[src/rtl/lsu_ctrl_pkg.sv]
// Shared definitions for the load/store sequencer: op codes, FSM states,
// bus access sizes and small op-decoding helpers.
package lsu_ctrl_pkg;

    localparam logic [3:0] LSU_NOP = 4'd0;
    localparam logic [3:0] LSU_LB  = 4'd1;
    localparam logic [3:0] LSU_LBU = 4'd2;
    localparam logic [3:0] LSU_LH  = 4'd3;
    localparam logic [3:0] LSU_LHU = 4'd4;
    localparam logic [3:0] LSU_LW  = 4'd5;
    localparam logic [3:0] LSU_SB  = 4'd6;
    localparam logic [3:0] LSU_SH  = 4'd7;
    localparam logic [3:0] LSU_SW  = 4'd8;

    localparam logic [1:0] SIZE_B = 2'd0;
    localparam logic [1:0] SIZE_H = 2'd1;
    localparam logic [1:0] SIZE_W = 2'd2;

    typedef enum logic [2:0] {
        ST_IDLE,
        ST_REQ,
        ST_WAIT,
        ST_DONE,
        ST_DRAIN
    } lsu_state_e;

    // Codes above SW are reserved and behave exactly like NOP.
    function automatic logic op_is_nop(input logic [3:0] op);
        return (op == LSU_NOP) || (op > LSU_SW);
    endfunction

    function automatic logic op_is_store(input logic [3:0] op);
        return (op == LSU_SB) || (op == LSU_SH) || (op == LSU_SW);
    endfunction

    function automatic logic [1:0] op_size(input logic [3:0] op);
        logic [1:0] size;
        case (op)
            LSU_LH, LSU_LHU, LSU_SH: size = SIZE_H;
            LSU_LW, LSU_SW:          size = SIZE_W;
            default:                 size = SIZE_B;
        endcase
        return size;
    endfunction

    function automatic logic op_misaligned(input logic [3:0] op, input logic [1:0] off);
        logic bad;
        case (op_size(op))
            SIZE_H:  bad = off[0];
            SIZE_W:  bad = (off != 2'b00);
            default: bad = 1'b0;
        endcase
        return bad;
    endfunction

endpackage

[src/rtl/lsu_ctrl_if.sv]
// Data-side memory bus: request/address phase (addr_ok) followed by a
// separate data phase (data_ok).
interface lsu_ctrl_if #(
    parameter int ADDR_WIDTH = 32
) ();

    logic                  data_req;
    logic                  data_wr;
    logic [1:0]            data_size;
    logic [ADDR_WIDTH-1:0] data_addr;
    logic [3:0]            data_wstrb;
    logic [31:0]           data_wdata;
    logic                  data_addr_ok;
    logic                  data_data_ok;
    logic [31:0]           data_rdata;

    modport master (
        output data_req,
        output data_wr,
        output data_size,
        output data_addr,
        output data_wstrb,
        output data_wdata,
        input  data_addr_ok,
        input  data_data_ok,
        input  data_rdata
    );

    modport slave (
        input  data_req,
        input  data_wr,
        input  data_size,
        input  data_addr,
        input  data_wstrb,
        input  data_wdata,
        output data_addr_ok,
        output data_data_ok,
        output data_rdata
    );

endinterface

[src/rtl/lsu_load_align.sv]
// Combinational load formatter: selects the addressed byte/half of the raw
// bus word and sign- or zero-extends it according to the load op.
module lsu_load_align
    import lsu_ctrl_pkg::*;
(
    input  logic [31:0] raw,
    input  logic [1:0]  offset,
    input  logic [3:0]  op,
    output logic [31:0] result
);

    logic [31:0] shifted;

    always_comb begin
        shifted = raw >> {offset, 3'b000};
        case (op)
            LSU_LB:  result = {{24{shifted[7]}}, shifted[7:0]};
            LSU_LBU: result = {24'b0, shifted[7:0]};
            LSU_LH:  result = {{16{shifted[15]}}, shifted[15:0]};
            LSU_LHU: result = {16'b0, shifted[15:0]};
            default: result = shifted;
        endcase
    end

endmodule

[src/rtl/lsu_ctrl.sv]
// Load/store sequencer between the MEM stage and the data bus: captures one
// op, checks alignment, runs the two-phase bus handshake and returns the result.
module lsu_ctrl
    import lsu_ctrl_pkg::*;
#(
    parameter int ADDR_WIDTH = 32
) (
    input  logic                  clk,
    input  logic                  rst,
    input  logic                  mem_valid,
    input  logic [3:0]            mem_op,
    input  logic [ADDR_WIDTH-1:0] mem_addr,
    input  logic [31:0]           mem_wdata,
    input  logic                  flush,
    output logic                  mem_ready,
    output logic [31:0]           mem_rdata,
    output logic                  mem_ale,
    output logic                  mem_stall,
    lsu_ctrl_if.master            bus
);

    lsu_state_e            state_q, state_d;
    logic [3:0]            op_q, op_d;
    logic [ADDR_WIDTH-1:0] addr_q, addr_d;
    logic [31:0]           wdata_q, wdata_d;
    logic [31:0]           result_q, result_d;
    logic                  ale_q, ale_d;
    logic [31:0]           load_result;
    logic                  done_out;
    logic                  nop_ack;

    lsu_load_align u_load_align (
        .raw    (bus.data_rdata),
        .offset (addr_q[1:0]),
        .op     (op_q),
        .result (load_result)
    );

    always_ff @(posedge clk or posedge rst) begin
        if (rst) begin
            state_q  <= ST_IDLE;
            op_q     <= '0;
            addr_q   <= '0;
            wdata_q  <= '0;
            result_q <= '0;
            ale_q    <= 1'b0;
        end else begin
            state_q  <= state_d;
            op_q     <= op_d;
            addr_q   <= addr_d;
            wdata_q  <= wdata_d;
            result_q <= result_d;
            ale_q    <= ale_d;
        end
    end

    // Flush takes precedence in every state except DRAIN, where a bus read
    // is still outstanding and must be absorbed before a new op can start.
    always_comb begin
        state_d  = state_q;
        op_d     = op_q;
        addr_d   = addr_q;
        wdata_d  = wdata_q;
        result_d = result_q;
        ale_d    = ale_q;
        case (state_q)
            ST_IDLE: begin
                if (mem_valid && !flush && !op_is_nop(mem_op)) begin
                    op_d     = mem_op;
                    addr_d   = mem_addr;
                    wdata_d  = mem_wdata;
                    result_d = '0;
                    if (op_misaligned(mem_op, mem_addr[1:0])) begin
                        ale_d   = 1'b1;
                        state_d = ST_DONE;
                    end else begin
                        ale_d   = 1'b0;
                        state_d = ST_REQ;
                    end
                end
            end
            ST_REQ: begin
                if (flush) begin
                    state_d = bus.data_addr_ok ? ST_DRAIN : ST_IDLE;
                end else if (bus.data_addr_ok) begin
                    state_d = ST_WAIT;
                end
            end
            ST_WAIT: begin
                if (flush) begin
                    state_d = bus.data_data_ok ? ST_IDLE : ST_DRAIN;
                end else if (bus.data_data_ok) begin
                    result_d = op_is_store(op_q) ? '0 : load_result;
                    state_d  = ST_DONE;
                end
            end
            ST_DONE: begin
                state_d = ST_IDLE;
            end
            ST_DRAIN: begin
                if (bus.data_data_ok) begin
                    state_d = ST_IDLE;
                end
            end
            default: begin
                state_d = ST_IDLE;
            end
        endcase
    end

    always_comb begin
        done_out  = (state_q == ST_DONE) && !flush;
        nop_ack   = (state_q == ST_IDLE) && mem_valid && !flush && op_is_nop(mem_op);
        mem_ready = done_out || nop_ack;
        mem_rdata = done_out ? result_q : '0;
        mem_ale   = done_out && ale_q;
        mem_stall = mem_valid && !mem_ready;
    end

    // Bus fields come only from captured registers so they stay stable
    // for however long the address phase is held off.
    always_comb begin
        bus.data_req  = (state_q == ST_REQ);
        bus.data_wr   = op_is_store(op_q);
        bus.data_size = op_is_nop(op_q) ? SIZE_B : op_size(op_q);
        bus.data_addr = addr_q;
        case (op_q)
            LSU_SB: begin
                bus.data_wstrb = 4'b0001 << addr_q[1:0];
                bus.data_wdata = {4{wdata_q[7:0]}};
            end
            LSU_SH: begin
                bus.data_wstrb = 4'b0011 << addr_q[1:0];
                bus.data_wdata = {2{wdata_q[15:0]}};
            end
            LSU_SW: begin
                bus.data_wstrb = 4'hF;
                bus.data_wdata = wdata_q;
            end
            default: begin
                bus.data_wstrb = 4'h0;
                bus.data_wdata = wdata_q;
            end
        endcase
    end

endmodule

[src/flat_wrapper.sv]
// flat-port wrapper written by rule: the top's interface ports become plain ports
module lsu_ctrl_flat import lsu_ctrl_pkg::*;
#(
    parameter int ADDR_WIDTH = 32
)
  (clk, rst, mem_valid, mem_op, mem_addr, mem_wdata, flush, mem_ready, mem_rdata, mem_ale, mem_stall, bus_data_req, bus_data_wr, bus_data_size, bus_data_addr, bus_data_wstrb, bus_data_wdata, bus_data_addr_ok, bus_data_data_ok, bus_data_rdata);
  lsu_ctrl_if #(.ADDR_WIDTH(ADDR_WIDTH)) bus_i ();
  input  logic clk;
  input  logic rst;
  input  logic mem_valid;
  input  logic [3:0] mem_op;
  input  logic [ADDR_WIDTH-1:0] mem_addr;
  input  logic [31:0] mem_wdata;
  input  logic flush;
  output logic mem_ready;
  output logic [31:0] mem_rdata;
  output logic mem_ale;
  output logic mem_stall;
  output wire logic [$bits(bus_i.data_req)-1:0] bus_data_req;
  output wire logic [$bits(bus_i.data_wr)-1:0] bus_data_wr;
  output wire logic [$bits(bus_i.data_size)-1:0] bus_data_size;
  output wire logic [$bits(bus_i.data_addr)-1:0] bus_data_addr;
  output wire logic [$bits(bus_i.data_wstrb)-1:0] bus_data_wstrb;
  output wire logic [$bits(bus_i.data_wdata)-1:0] bus_data_wdata;
  input wire logic [$bits(bus_i.data_addr_ok)-1:0] bus_data_addr_ok;
  input wire logic [$bits(bus_i.data_data_ok)-1:0] bus_data_data_ok;
  input wire logic [$bits(bus_i.data_rdata)-1:0] bus_data_rdata;
  assign bus_data_req = bus_i.data_req;
  assign bus_data_wr = bus_i.data_wr;
  assign bus_data_size = bus_i.data_size;
  assign bus_data_addr = bus_i.data_addr;
  assign bus_data_wstrb = bus_i.data_wstrb;
  assign bus_data_wdata = bus_i.data_wdata;
  assign bus_i.data_addr_ok = bus_data_addr_ok;
  assign bus_i.data_data_ok = bus_data_data_ok;
  assign bus_i.data_rdata = bus_data_rdata;
  lsu_ctrl #(.ADDR_WIDTH(ADDR_WIDTH)) u_core (.clk(clk), .rst(rst), .mem_valid(mem_valid), .mem_op(mem_op), .mem_addr(mem_addr), .mem_wdata(mem_wdata), .flush(flush), .mem_ready(mem_ready), .mem_rdata(mem_rdata), .mem_ale(mem_ale), .mem_stall(mem_stall), .bus(bus_i));
endmodule
[config.mk]
export PLATFORM = sky130hd
export DESIGN_NAME = lsu_ctrl_flat
export DESIGN_NICKNAME = d
export VERILOG_FILES = /design/src/rtl/lsu_ctrl_pkg.sv /design/src/rtl/lsu_ctrl_if.sv /design/src/rtl/lsu_load_align.sv /design/src/rtl/lsu_ctrl.sv /design/src/flat_wrapper.sv
export SDC_FILE = /design/constraint.sdc
export NUM_CORES = 1
export LEC_CHECK = 0
export ABC_AREA = 1
export CAP_MARGIN = 20
export CORE_MARGIN = 5
export CORE_UTILIZATION = 45
export DETAILED_ROUTE_END_ITERATION = 10
export DONT_BUFFER_PORTS = 1
export PLACE_DENSITY = 0.64
export SLEW_MARGIN = 30
export SYNTH_ARGS = -nofsm -noshare
export SYNTH_HDL_FRONTEND = slang
export SYNTH_SLANG_ARGS = --single-unit
[constraint.sdc]
create_clock -name clk -period 3.7 [get_ports clk]
set_clock_uncertainty 0.05 [all_clocks]
set_input_delay 0.185 -clock clk [delete_from_list [all_inputs] [get_ports clk]]
set_output_delay 0.185 -clock clk [all_outputs]
set_load 0.03 [all_outputs]
Yosys cells after proc, flatten, opt, wreduce, memory -nomap -nowiden
Index checks and enable logic that the tools add are counted.
{ "word_totals": {"wordCells": 92, "regBits": 104, "output_inout_bits": 107} }
{ "op_classes": {"n_eq_ne": 25, "n_reduce_logical": 28, "n_lt_le_gt_ge": 2, "n_mux": 28, "shifts": 3} }
{ "ops": {"columns": ["cell", "count"], "rows": [
  ["32-bit two-way mux", 5],
  ["32-bit case mux with 2 select lines", 2],
  ["32-bit case mux with 4 select lines", 1],
  ["32-bit by 5-bit right shift with 32-bit output", 1],
  ["4-bit by 3-bit equality test with 1-bit output (second input constant)", 7],
  ["3-bit two-way mux", 8],
  ["4-bit by 2-bit equality test with 1-bit output (second input constant)", 3],
  ["3-bit case mux with 4 select lines", 1],
  ["4-bit case mux with 3 select lines", 1],
  ["4-bit equality test (second input constant)", 2],
  ["4-bit > comparator (second input constant)", 2],
  ["1-bit logical AND", 8],
  ["4-bit logical NOT", 2],
  ["2-bit two-way mux", 4],
  ["2-bit case mux with 2 select lines", 2],
  ["4-bit AND reduction", 2],
  ["3-bit by 2-bit equality test with 1-bit output (second input constant)", 2],
  ["2-bit != test (second input constant)", 3],
  ["3-bit OR reduction", 2],
  ["1-bit logical OR", 5],
  ["4-bit by 1-bit equality test with 1-bit output (second input constant)", 1],
  ["2-bit nonzero test", 2],
  ["2-bit OR reduction", 2],
  ["1-bit by 2-bit left shift with 4-bit output (first input constant)", 1],
  ["13 further kinds", 17]
]} }

Depth between registers and ports, before layout
Gate-level depths: netlist of the first run.
{ "depth": {"word_depth": 13, "ltp_mapped": 12} }

Cells and area by module
Synthesis of the first run repeated with hierarchy kept, for this count alone.
{ "unflattened": {"hier_cells": 943, "hier_area_um2": 6551.3} }
{ "by_module_without_submodules": {"columns": ["mod", "cells_each", "area_per_inst_um2", "seq_area_each_um2", "instances"], "rows": [
  ["lsu_ctrl", 738, 5555.3, 2602.5, 1],
  ["lsu_load_align", 205, 996.0, 0.0, 1]
]} }

Worst setup path before layout of the first run
No wires, ideal clock.
{ "synth_path": {"path_kind": "register to output", "startpoint": "register u_core.addr_q[0], in the netlist u_core.bus.data_addr[0]", "endpoint": "output port bus_data_wstrb[1]", "path_slack_ns": 1.529, "t_arrival_ns": 1.936, "required_ns": 3.465, "path_stages_with_launch": 6, "path_cell_list": "dfrtp_1 buf_2 buf_2 buf_2 o21ai_0 o21ai_0"} }
{ "synth_via": {"elab_chain_cells": 2, "word_cells_on_any_way": 3, "cone_classes": "2 x shift; 1 x mux"} }
{ "synth_lines": {"columns": ["element", "line_no", "text"], "rows": [
  ["start: declaration", "lsu_ctrl.sv:24", "logic [ADDR_WIDTH-1:0] addr_q, addr_d;"],
  ["start signal: assignment", "lsu_ctrl.sv:50", "addr_q <= addr_d;"],
  ["2-bit by 2-bit left shift with 4-bit output or 1-bit by 2-bit left shift with 4-bit output (tied branches)", "lsu_ctrl.sv:133, lsu_ctrl.sv:129", null],
  ["4-bit case mux with 3 select lines (*)", "lsu_ctrl.sv:127", "case (op_q)"],
  ["end: declaration", "flat_wrapper.sv:23", "output wire logic [$bits(bus_i.data_wstrb)-1:0] bus_data_wstrb;"]
]} }
Every way passes the cells marked *; elsewhere a longest branch is shown, timed or not.

Worst setup path in the final report of the first run
{ "layout_path": {"startpoint": "register u_core.op_q[3]", "endpoint": "output port bus_data_wstrb[0]"} }
{ "layout_via": {"elab_chain_cells": 2, "word_cells_on_any_way": 4, "cone_classes": "3 x eq/ne; 1 x mux"} }
{ "layout_lines": {"columns": ["element", "line_no", "text"], "rows": [
  ["start: declaration", "lsu_ctrl.sv:23", "logic [3:0] op_q, op_d;"],
  ["start signal: assignment", "lsu_ctrl.sv:49", "op_q <= op_d;"],
  ["4-bit equality test or 4-bit by 3-bit equality test with 1-bit output (tied branches)", "lsu_ctrl.sv:127", null],
  ["4-bit case mux with 3 select lines (*)", "lsu_ctrl.sv:127", null]
]} }
Marks and branches as above.

==> impl_metrics.env, run 1 <==
export IMPL_cts_repair_resized=0
export IMPL_post_synth_top_area_cell="sky130_fd_sc_hd__dfrtp_1"
export IMPL_number_of_h_tree_levels=3
export IMPL_drt_total_wl_um=16800
export IMPL_number_of_input_and_output_port_buffers_inserted=0
export IMPL_gpl_final_weighted_congestion=0.868
export IMPL_timing_critical_path_arrival_ns=2.53
export IMPL_ant_nets=0
export IMPL_yosysWarningCount=0
export IMPL_synth_area_leaders="sky130_fd_sc_hd__dfrtp_1 (46%), sky130_fd_sc_hd__nand2_1 (22%), sky130_fd_sc_hd__o21ai_0 (6.9%)"
export IMPL_num_rows=41
export IMPL_flip_flop_and_latch_count_after_synthesis=104
export IMPL_groute_usage_overall=0.226
export IMPL_min_path_type="in2reg"
export IMPL_grt_start_max_net_pins=70
export IMPL_fraction_of_final_layout_cells_sized_beyond_drive_strength_1=0.0972
export IMPL_placeableCoreArea_mm2=0.0125
export IMPL_path_clk_slew_ns=0.07
export IMPL_critical_path_required_ns=3.46
export IMPL_pwr_density_cell_mw_per_mm2=887
export IMPL_cts_num_sinks=104
export IMPL_wirelength_met1_um=6690
export IMPL_initial_antenna_violation_count=0
export IMPL_postLayoutCellArea_mm2=0.00704
export IMPL_ys_dominant_reg_cell="sky130_fd_sc_hd__dfrtp_1"
export IMPL_place_detailed_hpwl_um=11700
export IMPL_cts_made_buffers=9
export IMPL_synthesis_instances=794
export IMPL_route_detailed_vias_per_inst=5.15
export IMPL_share_of_the_clock_period_used_by_the_worst_path_after_layout=0.749
export IMPL_worst_ir_drop_vdd_uv=521
export IMPL_cts_root_buf="sky130_fd_sc_hd__clkbuf_16"
export IMPL_routed_via_count=5446
export IMPL_synth_enable_flop_cells=0
export IMPL_detailroute_wirelength_met3_um=1600
export IMPL_start_util=0.455
export IMPL_finalSetupTns_ns=0
export IMPL_fp_dieH_um=122
export IMPL_fmax_mhz=361
export IMPL_cts_max_path_buffers=2
export IMPL_static_leakage_power_nw=3.62
export IMPL_grt_first_pass_wirelength_um=27000
export IMPL_slew_limit_headroom=0.298
export IMPL_async_flop_share=1.00
export IMPL_finish_net_count=988
export IMPL_antennaDiodeCount=0
export IMPL_io_pins=213
export IMPL_flow_area_growth_from_synthesis_pct=24.2
export IMPL_drt_iter0_markers=391
export IMPL_synthDominantCellAreaShare=0.459
export IMPL_path_delay_family="simple AND/OR/NAND/NOR gates"
export IMPL_cp_start_kind="flip-flop"
export IMPL_wl_per_cell_um=15.9
export IMPL_highest_signal_layer="met4"
export IMPL_timing_critical_path_fanout_max=18
export IMPL_finalSetupViolations=0
export IMPL_end_kind="output pin"
export IMPL_ordered_list_of_cells_on_the_worst_path="nor2_2, inv_1, nor2_1, inv_2, o31ai_1, buf_4"
export IMPL_min_period_ns=2.77
export IMPL_ys_seq_area_frac=0.459
export IMPL_dpl_cell_area_mm2=0.00602
export IMPL_clk_latency_worst_skew_pair_ns=0.33
export IMPL_timing_final_hold_violations=0
export IMPL_overflow_after_grt=0
export IMPL_detailedRoute_firstPassIterationCount=5
export IMPL_syn_avg_cell_area_um2=7.14
export IMPL_tightestPinTransition_ns=1.04
export IMPL_post_synth_instance_area_mm2=0.00567
export IMPL_grt_pass1_vias=5379
export IMPL_synth_cells_most_frequent="sky130_fd_sc_hd__nand2_1 (332), sky130_fd_sc_hd__dfrtp_1 (104), sky130_fd_sc_hd__inv_1 (98)"
export IMPL_synth_most_common_cell="sky130_fd_sc_hd__nand2_1"
export IMPL_status="complete, no violations"
export IMPL_cpPeakStageDelay_ns=0.63
export IMPL_drv_cap=0
export IMPL_detail_route_drc_violations=0
export IMPL_worst_path_max_delay_cell="sky130_fd_sc_hd__nor2_1"
export IMPL_tritoncts="built"
export IMPL_die_width_um=122
export IMPL_synth_net_count=902
export IMPL_worst_path_buf_inv=3
export IMPL_total_power_w=0.00625
export IMPL_final_max_slew_viol_count=0
export IMPL_synth_cell_types=30
export IMPL_design_die_area_mm2=0.0149
export IMPL_rsz0062_at_grt="no"
export IMPL_detailroute_wirelength_met2_um=8360
export IMPL_crit_type="reg2out"
## where the power goes
part | internal, W | total, W | leakage (nW) | switching, W
clock | 0.000615 | 0.00103 | 0.153 | 0.000420
sequential | 0.00162 | 0.00240 | 1.34 | 0.000782
combinational | 0.000814 | 0.00281 | 2.12 | 0.00200
total | 0.00305 | 0.00625 | 3.62 | 0.00320
## cell families (layout without fill, tap and decap cells)
family | Yosys count | count (layout) | synth area share
simple gates | 428 | 428 | 0.303
flops | 104 | 104 | 0.459
fa+ha+maj | 2 | 2 | 0.00442
mux | 14 | 14 | 0.0247
buf+inv | 148 | 239 | 0.114
compound gates | 98 | 98 | 0.0943
## repair_timing
| item | in CTS | in global routing |
|---|---|---|
| hold buffers | 69 | 0 |
| setup buffers | 0 | 0 |
| hold endpoints to repair | 95 | 0 |
## per-stage QoR
| stage | hold WS, ns | utilization | std cells | setup slack (ns) |
|---|---|---|---|---|
| final | 0.0213 | 0.565 | 1057 | 0.930 |
| after global routing | 0.0372 | 0.565 | 1057 | 0.744 |
| after CTS | 0.00862 | 0.565 | 1057 | 0.935 |
| after detailed placement | 0.0144 | 0.483 | 972 | 1.31 |
| after global placement | 0.00568 | 0.483 | 972 | 1.33 |
| after floorplan | 0.243 | - | 794 | 0.733 |
## path summary, 6_finish.rpt
| check | start | end | slack (ns) | depth (start not counted) |
|---|---|---|---|---|
| worst max-delay path | u_core.op_q[3] | bus_data_wstrb[0] | 0.93 | 6 |
| worst min-delay path | flush | u_core.state_q[2] | 0.02 | 2 |
| worst max register to register | u_core.state_q[0] | u_core.result_q[27] | 1.32 | 7 |
| worst min register to register | u_core.result_q[8] | u_core.result_q[8] | 0.43 | 2 |
| max in group asynchronous | rst | u_core.result_q[16] | 2.46 | 3 |
| min in group asynchronous | rst | u_core.bus.data_addr[18] | 0.25 | 2 |
## area by class of cell
type	count	area, um^2
Timing Repair Buffer	121	1090
Clock buffer	12	246
Multi-Input combinational cell	542	2420
Inverter	102	385
Sequential cell	104	2600
Fill cell	1156	5430
Tap cell	172	215
Clock inverter	4	76.3
## layer usage
layer	vias up	track usage
li1	2608	-
met1	2569	0.282
met2	255	0.385
met3	14	0.0571
met4	0	0.0693
met5	-	0
## registers in the layout, indices dropped and copies added, names as in the netlist
name,flops
u_core.op_q,4
u_core.state_q,3
u_core.wdata_q,32
u_core.ale_q,1
u_core.bus.data_addr,32
u_core.result_q,32
## layout by cell type, fill, tap and decap left out
cell                              n
sky130_fd_sc_hd__clkbuf_8         1
sky130_fd_sc_hd__nand3_2          2
sky130_fd_sc_hd__inv_6            1
sky130_fd_sc_hd__clkinvlp_4       1
sky130_fd_sc_hd__nand2_1        332
sky130_fd_sc_hd__mux2i_1         14
sky130_fd_sc_hd__o21ai_0         76
sky130_fd_sc_hd__nor2_1          46
sky130_fd_sc_hd__nand3_1         30
sky130_fd_sc_hd__inv_1           97
sky130_fd_sc_hd__o22ai_1          3
sky130_fd_sc_hd__dlygate4sd3_1   69
sky130_fd_sc_hd__dfrtp_1        104
sky130_fd_sc_hd__or2_2            7
sky130_fd_sc_hd__o21ai_1          4
sky130_fd_sc_hd__clkbuf_1         2
sky130_fd_sc_hd__buf_12           1
sky130_fd_sc_hd__a31oi_1          1
sky130_fd_sc_hd__nor2_2           1
sky130_fd_sc_hd__nand2_2          2
sky130_fd_sc_hd__clkbuf_16        9
sky130_fd_sc_hd__o311ai_0         1
sky130_fd_sc_hd__o221ai_1         8
sky130_fd_sc_hd__nor2_4           2
sky130_fd_sc_hd__o31ai_1          2
sky130_fd_sc_hd__nor3_4           1
sky130_fd_sc_hd__and2_1           2
sky130_fd_sc_hd__inv_4            1
sky130_fd_sc_hd__ha_1             2
sky130_fd_sc_hd__nor3_1           2
sky130_fd_sc_hd__buf_4           51
sky130_fd_sc_hd__nand4_1          1
sky130_fd_sc_hd__bufinv_16        2
sky130_fd_sc_hd__inv_2            4
sky130_fd_sc_hd__a21oi_1          3
(Power assumes the default switching activity.)
==> inputs of run 2 (changes only) <==
==> constraint.sdc (replaced) <==
create_clock -name clk -period 2.6 [get_ports clk]
set_clock_uncertainty 0.05 [all_clocks]
set_input_delay 0.13 -clock clk [delete_from_list [all_inputs] [get_ports clk]]
set_output_delay 0.13 -clock clk [all_outputs]
set_load 0.03 [all_outputs]
==> impl_metrics.env, run 2 (synthesized netlist as in run 1, its figures left out) <==
export IMPL_drv_cap=0
export IMPL_cp_start_kind="flip-flop"
export IMPL_timing_final_hold_violations=0
export IMPL_static_leakage_power_nw=3.68
export IMPL_route_detailed_vias_per_inst=5.08
export IMPL_share_of_the_clock_period_used_by_the_worst_path_after_layout=0.829
export IMPL_cts_num_sinks=104
export IMPL_place_detailed_hpwl_um=11900
export IMPL_die_width_um=122
export IMPL_cts_max_path_buffers=2
export IMPL_number_of_h_tree_levels=3
export IMPL_finish_net_count=1006
export IMPL_tritoncts="built"
export IMPL_final_max_slew_viol_count=0
export IMPL_timing_critical_path_arrival_ns=1.97
export IMPL_flow_area_growth_from_synthesis_pct=26.3
export IMPL_slew_limit_headroom=0.435
export IMPL_clk_latency_worst_skew_pair_ns=0.35
export IMPL_crit_type="reg2out"
export IMPL_min_period_ns=2.15
export IMPL_status="complete, no violations"
export IMPL_fmax_mhz=464
export IMPL_num_rows=41
export IMPL_min_path_type="in2reg"
export IMPL_worst_ir_drop_vdd_uv=714
export IMPL_layout_common_cells="sky130_fd_sc_hd__nand2_1 (332), sky130_fd_sc_hd__dfrtp_1 (104), sky130_fd_sc_hd__inv_1 (97), sky130_fd_sc_hd__o21ai_0 (78), sky130_fd_sc_hd__dlygate4sd3_1 (74)"
export IMPL_number_of_input_and_output_port_buffers_inserted=0
export IMPL_detailroute_wirelength_met2_um=8260
export IMPL_path_clk_slew_ns=0.07
export IMPL_finalHoldWorstSlack_ns=0.0166
export IMPL_grt_first_pass_wirelength_um=26900
export IMPL_fp_dieH_um=122
export IMPL_pwr_density_cell_mw_per_mm2=1240
export IMPL_rsz0062_at_grt="no"
export IMPL_placeableCoreArea_mm2=0.0125
export IMPL_end_kind="output pin"
export IMPL_wirelength_met1_um=6390
export IMPL_detailedRoute_firstPassIterationCount=5
export IMPL_critical_path_required_ns=2.42
export IMPL_cts_made_buffers=9
export IMPL_start_util=0.455
export IMPL_grt_start_max_net_pins=98
export IMPL_detailroute_wirelength_met3_um=1780
export IMPL_detail_route_drc_violations=0
export IMPL_timing_critical_path_fanout_max=9
export IMPL_cts_repair_resized=0
export IMPL_routed_via_count=5462
export IMPL_wl_per_cell_um=15.7
export IMPL_initial_antenna_violation_count=1
export IMPL_drt_total_wl_um=16900
export IMPL_gpl_final_weighted_congestion=0.919
export IMPL_design_die_area_mm2=0.0149
export IMPL_cts_root_buf="sky130_fd_sc_hd__clkbuf_16"
export IMPL_finalSetupViolations=0
export IMPL_grt_pass1_vias=5579
export IMPL_finalSetupTns_ns=0
export IMPL_overflow_after_grt=0
export IMPL_ant_nets=0
export IMPL_highest_signal_layer="met4"
export IMPL_tightestPinTransition_ns=0.845
export IMPL_drt_iter0_markers=375
export IMPL_layout_cells_most_common="sky130_fd_sc_hd__nand2_1"
export IMPL_rrSetupSlack_ns=0.68
export IMPL_fraction_of_final_layout_cells_sized_beyond_drive_strength_1=0.112
export IMPL_io_pins=213
export IMPL_groute_usage_overall=0.227
[run 2: cell count changes in the layout (fill, tap and decap cells not counted), sizes merged]
cell / delta
clkinvlp: +2
clkinv: +3
diode: +1
bufinv: -2
clkbuf: -3
dlygate4sd3: +5
buf: +13
[run 2: area by class of cell]
class / instances / area [um^2]
Sequential cell: 104 / 2600
Multi-Input combinational cell: 542 / 2420
Antenna cell: 1 / 2.50
Clock inverter: 7 / 53.8
Inverter: 102 / 387
Timing Repair Buffer: 139 / 1250
Clock buffer: 9 / 225
Tap cell: 172 / 215
Fill cell: 1173 / 5310
[run 2: per-stage QoR]
| stage | setup slack, ns | std cells | cell area [um^2] | power [W] | util |
|---|---|---|---|---|---|
| 3_5_place_dp | 0.677 | 985 | 6140 | 0.00749 | 0.492 |
| 3_3_place_gp | 0.745 | 985 | 6140 | 0.00738 | 0.492 |
| 2_1_floorplan | 0.484 | 794 | 5670 | 0.00649 | - |
| 4_1_cts | 0.424 | 1075 | 7160 | 0.00891 | 0.574 |
| 6_report | 0.445 | 1076 | 7160 | 0.00888 | 0.574 |
| 5_1_grt | 0.272 | 1076 | 7160 | 0.00956 | 0.574 |
[run 2: metal layers]
metal,vias up,GRT usage
li1,2639,-
met1,2546,0.265
met2,242,0.391
met3,35,0.0696
met4,0,0.0924
met5,-,0
[run 2: what timing repair did]
action / in CTS / in global routing
hold endpoints to repair: 107 / 0
hold buffers: 74 / 0
setup buffers: 0 / 0
[run 2: critical path, stage by stage (launching register included)]
cell and delay (ns):
sky130_fd_sc_hd__dfrtp_1 0.41, sky130_fd_sc_hd__nor2_2 0.18, sky130_fd_sc_hd__nand3_1 0.30, sky130_fd_sc_hd__o221ai_1 0.74
[run 2: report_power, final]
group          internal [W]  switching, W  total (W)
Clock              0.000658      0.000633    0.00129
Sequential          0.00230       0.00112    0.00343
Combinational       0.00131       0.00286    0.00416
Total               0.00427       0.00461    0.00888
[run 2: final timing paths]
check	end	from	cells past startpoint
max	bus_data_wdata[25]	u_core.op_q[3]	3
min	u_core.state_q[1]	bus_data_addr_ok	4
max reg2reg	u_core.result_q[23]	u_core.bus.data_addr[0]	9
min reg2reg	u_core.result_q[4]	u_core.result_q[4]	2
max in group asynchronous	u_core.result_q[9]	rst	3
min in group asynchronous	u_core.result_q[2]	rst	2
==> inputs of run 3 (changes only) <==
==> constraint.sdc (replaced) <==
create_clock -name clk -period 2.06 [get_ports clk]
set_clock_uncertainty 0.05 [all_clocks]
set_input_delay 0.103 -clock clk [delete_from_list [all_inputs] [get_ports clk]]
set_output_delay 0.103 -clock clk [all_outputs]
set_load 0.03 [all_outputs]
==> impl_metrics.env, run 3 (synthesized netlist as in run 1, its figures left out) <==
export IMPL_detailedRoute_firstPassIterationCount=5
export IMPL_post_cts_repair_setup_buffers=0
export IMPL_overflow_after_grt=0
export IMPL_initial_antenna_violation_count=0
export IMPL_fmax_mhz=518
export IMPL_pwr_density_cell_mw_per_mm2=1580
export IMPL_static_leakage_power_nw=3.76
export IMPL_routed_via_count=5517
export IMPL_io_pins=213
export IMPL_flow_area_growth_from_synthesis_pct=29.0
export IMPL_antennaDiodeCount=0
export IMPL_min_path_type="in2reg"
export IMPL_cts_num_sinks=104
export IMPL_num_rows=41
export IMPL_path_clk_slew_ns=0.07
export IMPL_grt_start_max_net_pins=105
export IMPL_min_to="u_core.op_q[2]"
export IMPL_critical_path_required_ns=1.91
export IMPL_finalCoreUtilization=0.586
export IMPL_worst_path_buf_inv=3
export IMPL_ff_latch_area_mm2=0.00260
export IMPL_drt_iter0_markers=390
export IMPL_drv_cap=0
export IMPL_design_die_area_mm2=0.0149
export IMPL_min_period_ns=1.93
export IMPL_cp_start_kind="flip-flop"
export IMPL_route_detailed_vias_per_inst=5.05
export IMPL_fraction_of_final_layout_cells_sized_beyond_drive_strength_1=0.130
export IMPL_die_width_um=122
export IMPL_min_path_cells=3
export IMPL_fill_cells=1143
export IMPL_grt_first_pass_wirelength_um=27700
export IMPL_worstReg2RegStart="u_core.op_q[2]"
export IMPL_ordered_list_of_cells_on_the_worst_path="inv_2, buf_4, o21ai_0, o21ai_0, o21ai_0, buf_4"
export IMPL_rrSetupSlack_ns=0.24
export IMPL_share_of_the_clock_period_used_by_the_worst_path_after_layout=0.937
export IMPL_ant_nets=0
export IMPL_path_delay_family="buffers and inverters"
export IMPL_tightestPinTransition_ns=0.624
export IMPL_rsz0062_at_grt="yes"
export IMPL_worst_ir_drop_vdd_uv=831
export IMPL_worst_path_max_delay_cell="sky130_fd_sc_hd__dfrtp_2"
export IMPL_timing_final_hold_violations=0
export IMPL_total_power_w=0.0116
export IMPL_start_util=0.455
export IMPL_detail_route_drc_violations=0
export IMPL_rr_worst_depth=9
export IMPL_tritoncts="built"
export IMPL_finalSetupViolations=0
export IMPL_status="complete, no violations"
export IMPL_worst_hold_startpoint="flush"
export IMPL_cpPeakStageDelay_ns=0.45
export IMPL_clk_latency_worst_skew_pair_ns=0.35
export IMPL_number_of_h_tree_levels=3
export IMPL_worstReg2RegEnd="u_core.result_q[5]"
export IMPL_timing_critical_path_depth=6
export IMPL_drt_total_wl_um=17500
export IMPL_multi_input_area_mm2=0.00244
export IMPL_gpl_final_weighted_congestion=0.871
export IMPL_slew_limit_headroom=0.583
export IMPL_place_detailed_hpwl_um=12000
export IMPL_cts_max_path_buffers=2
export IMPL_crit_type="reg2out"
export IMPL_groute_usage_overall=0.234
export IMPL_cts_made_buffers=9
export IMPL_layout_common_cells="sky130_fd_sc_hd__nand2_1 (332), sky130_fd_sc_hd__dfrtp_1 (103), sky130_fd_sc_hd__inv_1 (96), sky130_fd_sc_hd__buf_4 (78), sky130_fd_sc_hd__o21ai_0 (77)"
export IMPL_cts_root_buf="sky130_fd_sc_hd__clkbuf_16"
export IMPL_timing_critical_path_arrival_ns=1.78
export IMPL_grt_pass1_vias=5585
export IMPL_finish_net_count=1023
export IMPL_layout_cells_most_common="sky130_fd_sc_hd__nand2_1"
export IMPL_fp_dieH_um=122
export IMPL_placeableCoreArea_mm2=0.0125
export IMPL_timing_critical_path_fanout_max=22
export IMPL_final_max_slew_viol_count=0
export IMPL_postLayoutCellArea_mm2=0.00731
export IMPL_end_kind="output pin"
export IMPL_wl_per_cell_um=16.0
export IMPL_number_of_input_and_output_port_buffers_inserted=0
export IMPL_dpl_cell_area_mm2=0.00625
export IMPL_cpMostUsedCell="sky130_fd_sc_hd__o21ai_0"
run 3: cell count changes in the layout (fill, tap and decap cells not counted), moves of 2 or more:
| cell | previous run | this run |
|---|---|---|
| sky130_fd_sc_hd__nor2_1 | 46 | 44 |
| sky130_fd_sc_hd__buf_4 | 63 | 78 |
| sky130_fd_sc_hd__inv_6 | 1 | 3 |
| sky130_fd_sc_hd__nor2_4 | 2 | 4 |
run 3: timing repair:
item	CTS	global route
hold buffers	75	0
endpoints found under the hold margin	175	0
pin swaps	0	0
setup endpoints to repair	1	54
cloned	0	1
resized for setup	1	7
run 3: routing by layer:
| layer | up-vias | routed length [um] | track usage |
|---|---|---|---|
| met5 | - | 0 | 0 |
| met4 | 0 | 341 | 0.0742 |
| met3 | 22 | 1590 | 0.0641 |
| met2 | 221 | 8630 | 0.407 |
| met1 | 2594 | 6900 | 0.281 |
| li1 | 2680 | - | - |
run 3: worst max path at each step:
stage | from | end | slack (ns)
2_1_floorplan | u_core.bus.data_addr[0] | bus_data_wstrb[1] | -0.03
3_3_place_gp | u_core.op_q[2] | u_core.result_q[31] | 0.23
3_5_place_dp | u_core.op_q[2] | u_core.result_q[27] | 0.18
4_1_cts | u_core.op_q[3] | bus_data_wstrb[0] | 0.07
5_1_grt | u_core.op_q[2] | bus_data_wdata[13] | -0.02
6_report | u_core.bus.data_addr[0] | bus_data_wstrb[2] | 0.13
run 3: worst register-to-register path, cell delays in order, from the launching register on:
cell and delay (ns):
sky130_fd_sc_hd__dfrtp_1 0.38, sky130_fd_sc_hd__inv_1 0.11, sky130_fd_sc_hd__nor2_2 0.07, sky130_fd_sc_hd__inv_1 0.11
sky130_fd_sc_hd__nor2_4 0.06, sky130_fd_sc_hd__nor2_1 0.16, sky130_fd_sc_hd__nand2_1 0.19, sky130_fd_sc_hd__nor2_4 0.43
sky130_fd_sc_hd__nand2_1 0.11, sky130_fd_sc_hd__nand2_1 0.08
run 3: power by group:
part	leakage, nW	switching (W)	total [W]	internal (W)
registers	1.34	0.00143	0.00433	0.00291
clock network	0.137	0.000778	0.00164	0.000865
logic	2.28	0.00371	0.00559	0.00188
run 3: stage by stage:
step	cells	hold slack, ns	setup TNS (ns)	setup slack, ns
after floorplan	794	0.161	-0.0572	-0.0286
after global placement	1000	0.124	0	0.227
after detailed placement	1000	0.136	0	0.184
after CTS	1091	0.000380	0	0.0687
after global routing	1092	0.0130	-0.0983	-0.0183
final	1092	0.00520	0	0.129
run 3: layout make-up:
type / instances / share of cell area
Inverter: 102 / 0.0537
Sequential cell: 104 / 0.356
Timing Repair Buffer: 155 / 0.188
Clock inverter: 5 / 0.00531
Tap cell: 172 / 0.0294
Clock buffer: 11 / 0.0332
Multi-Input combinational cell: 543 / 0.334
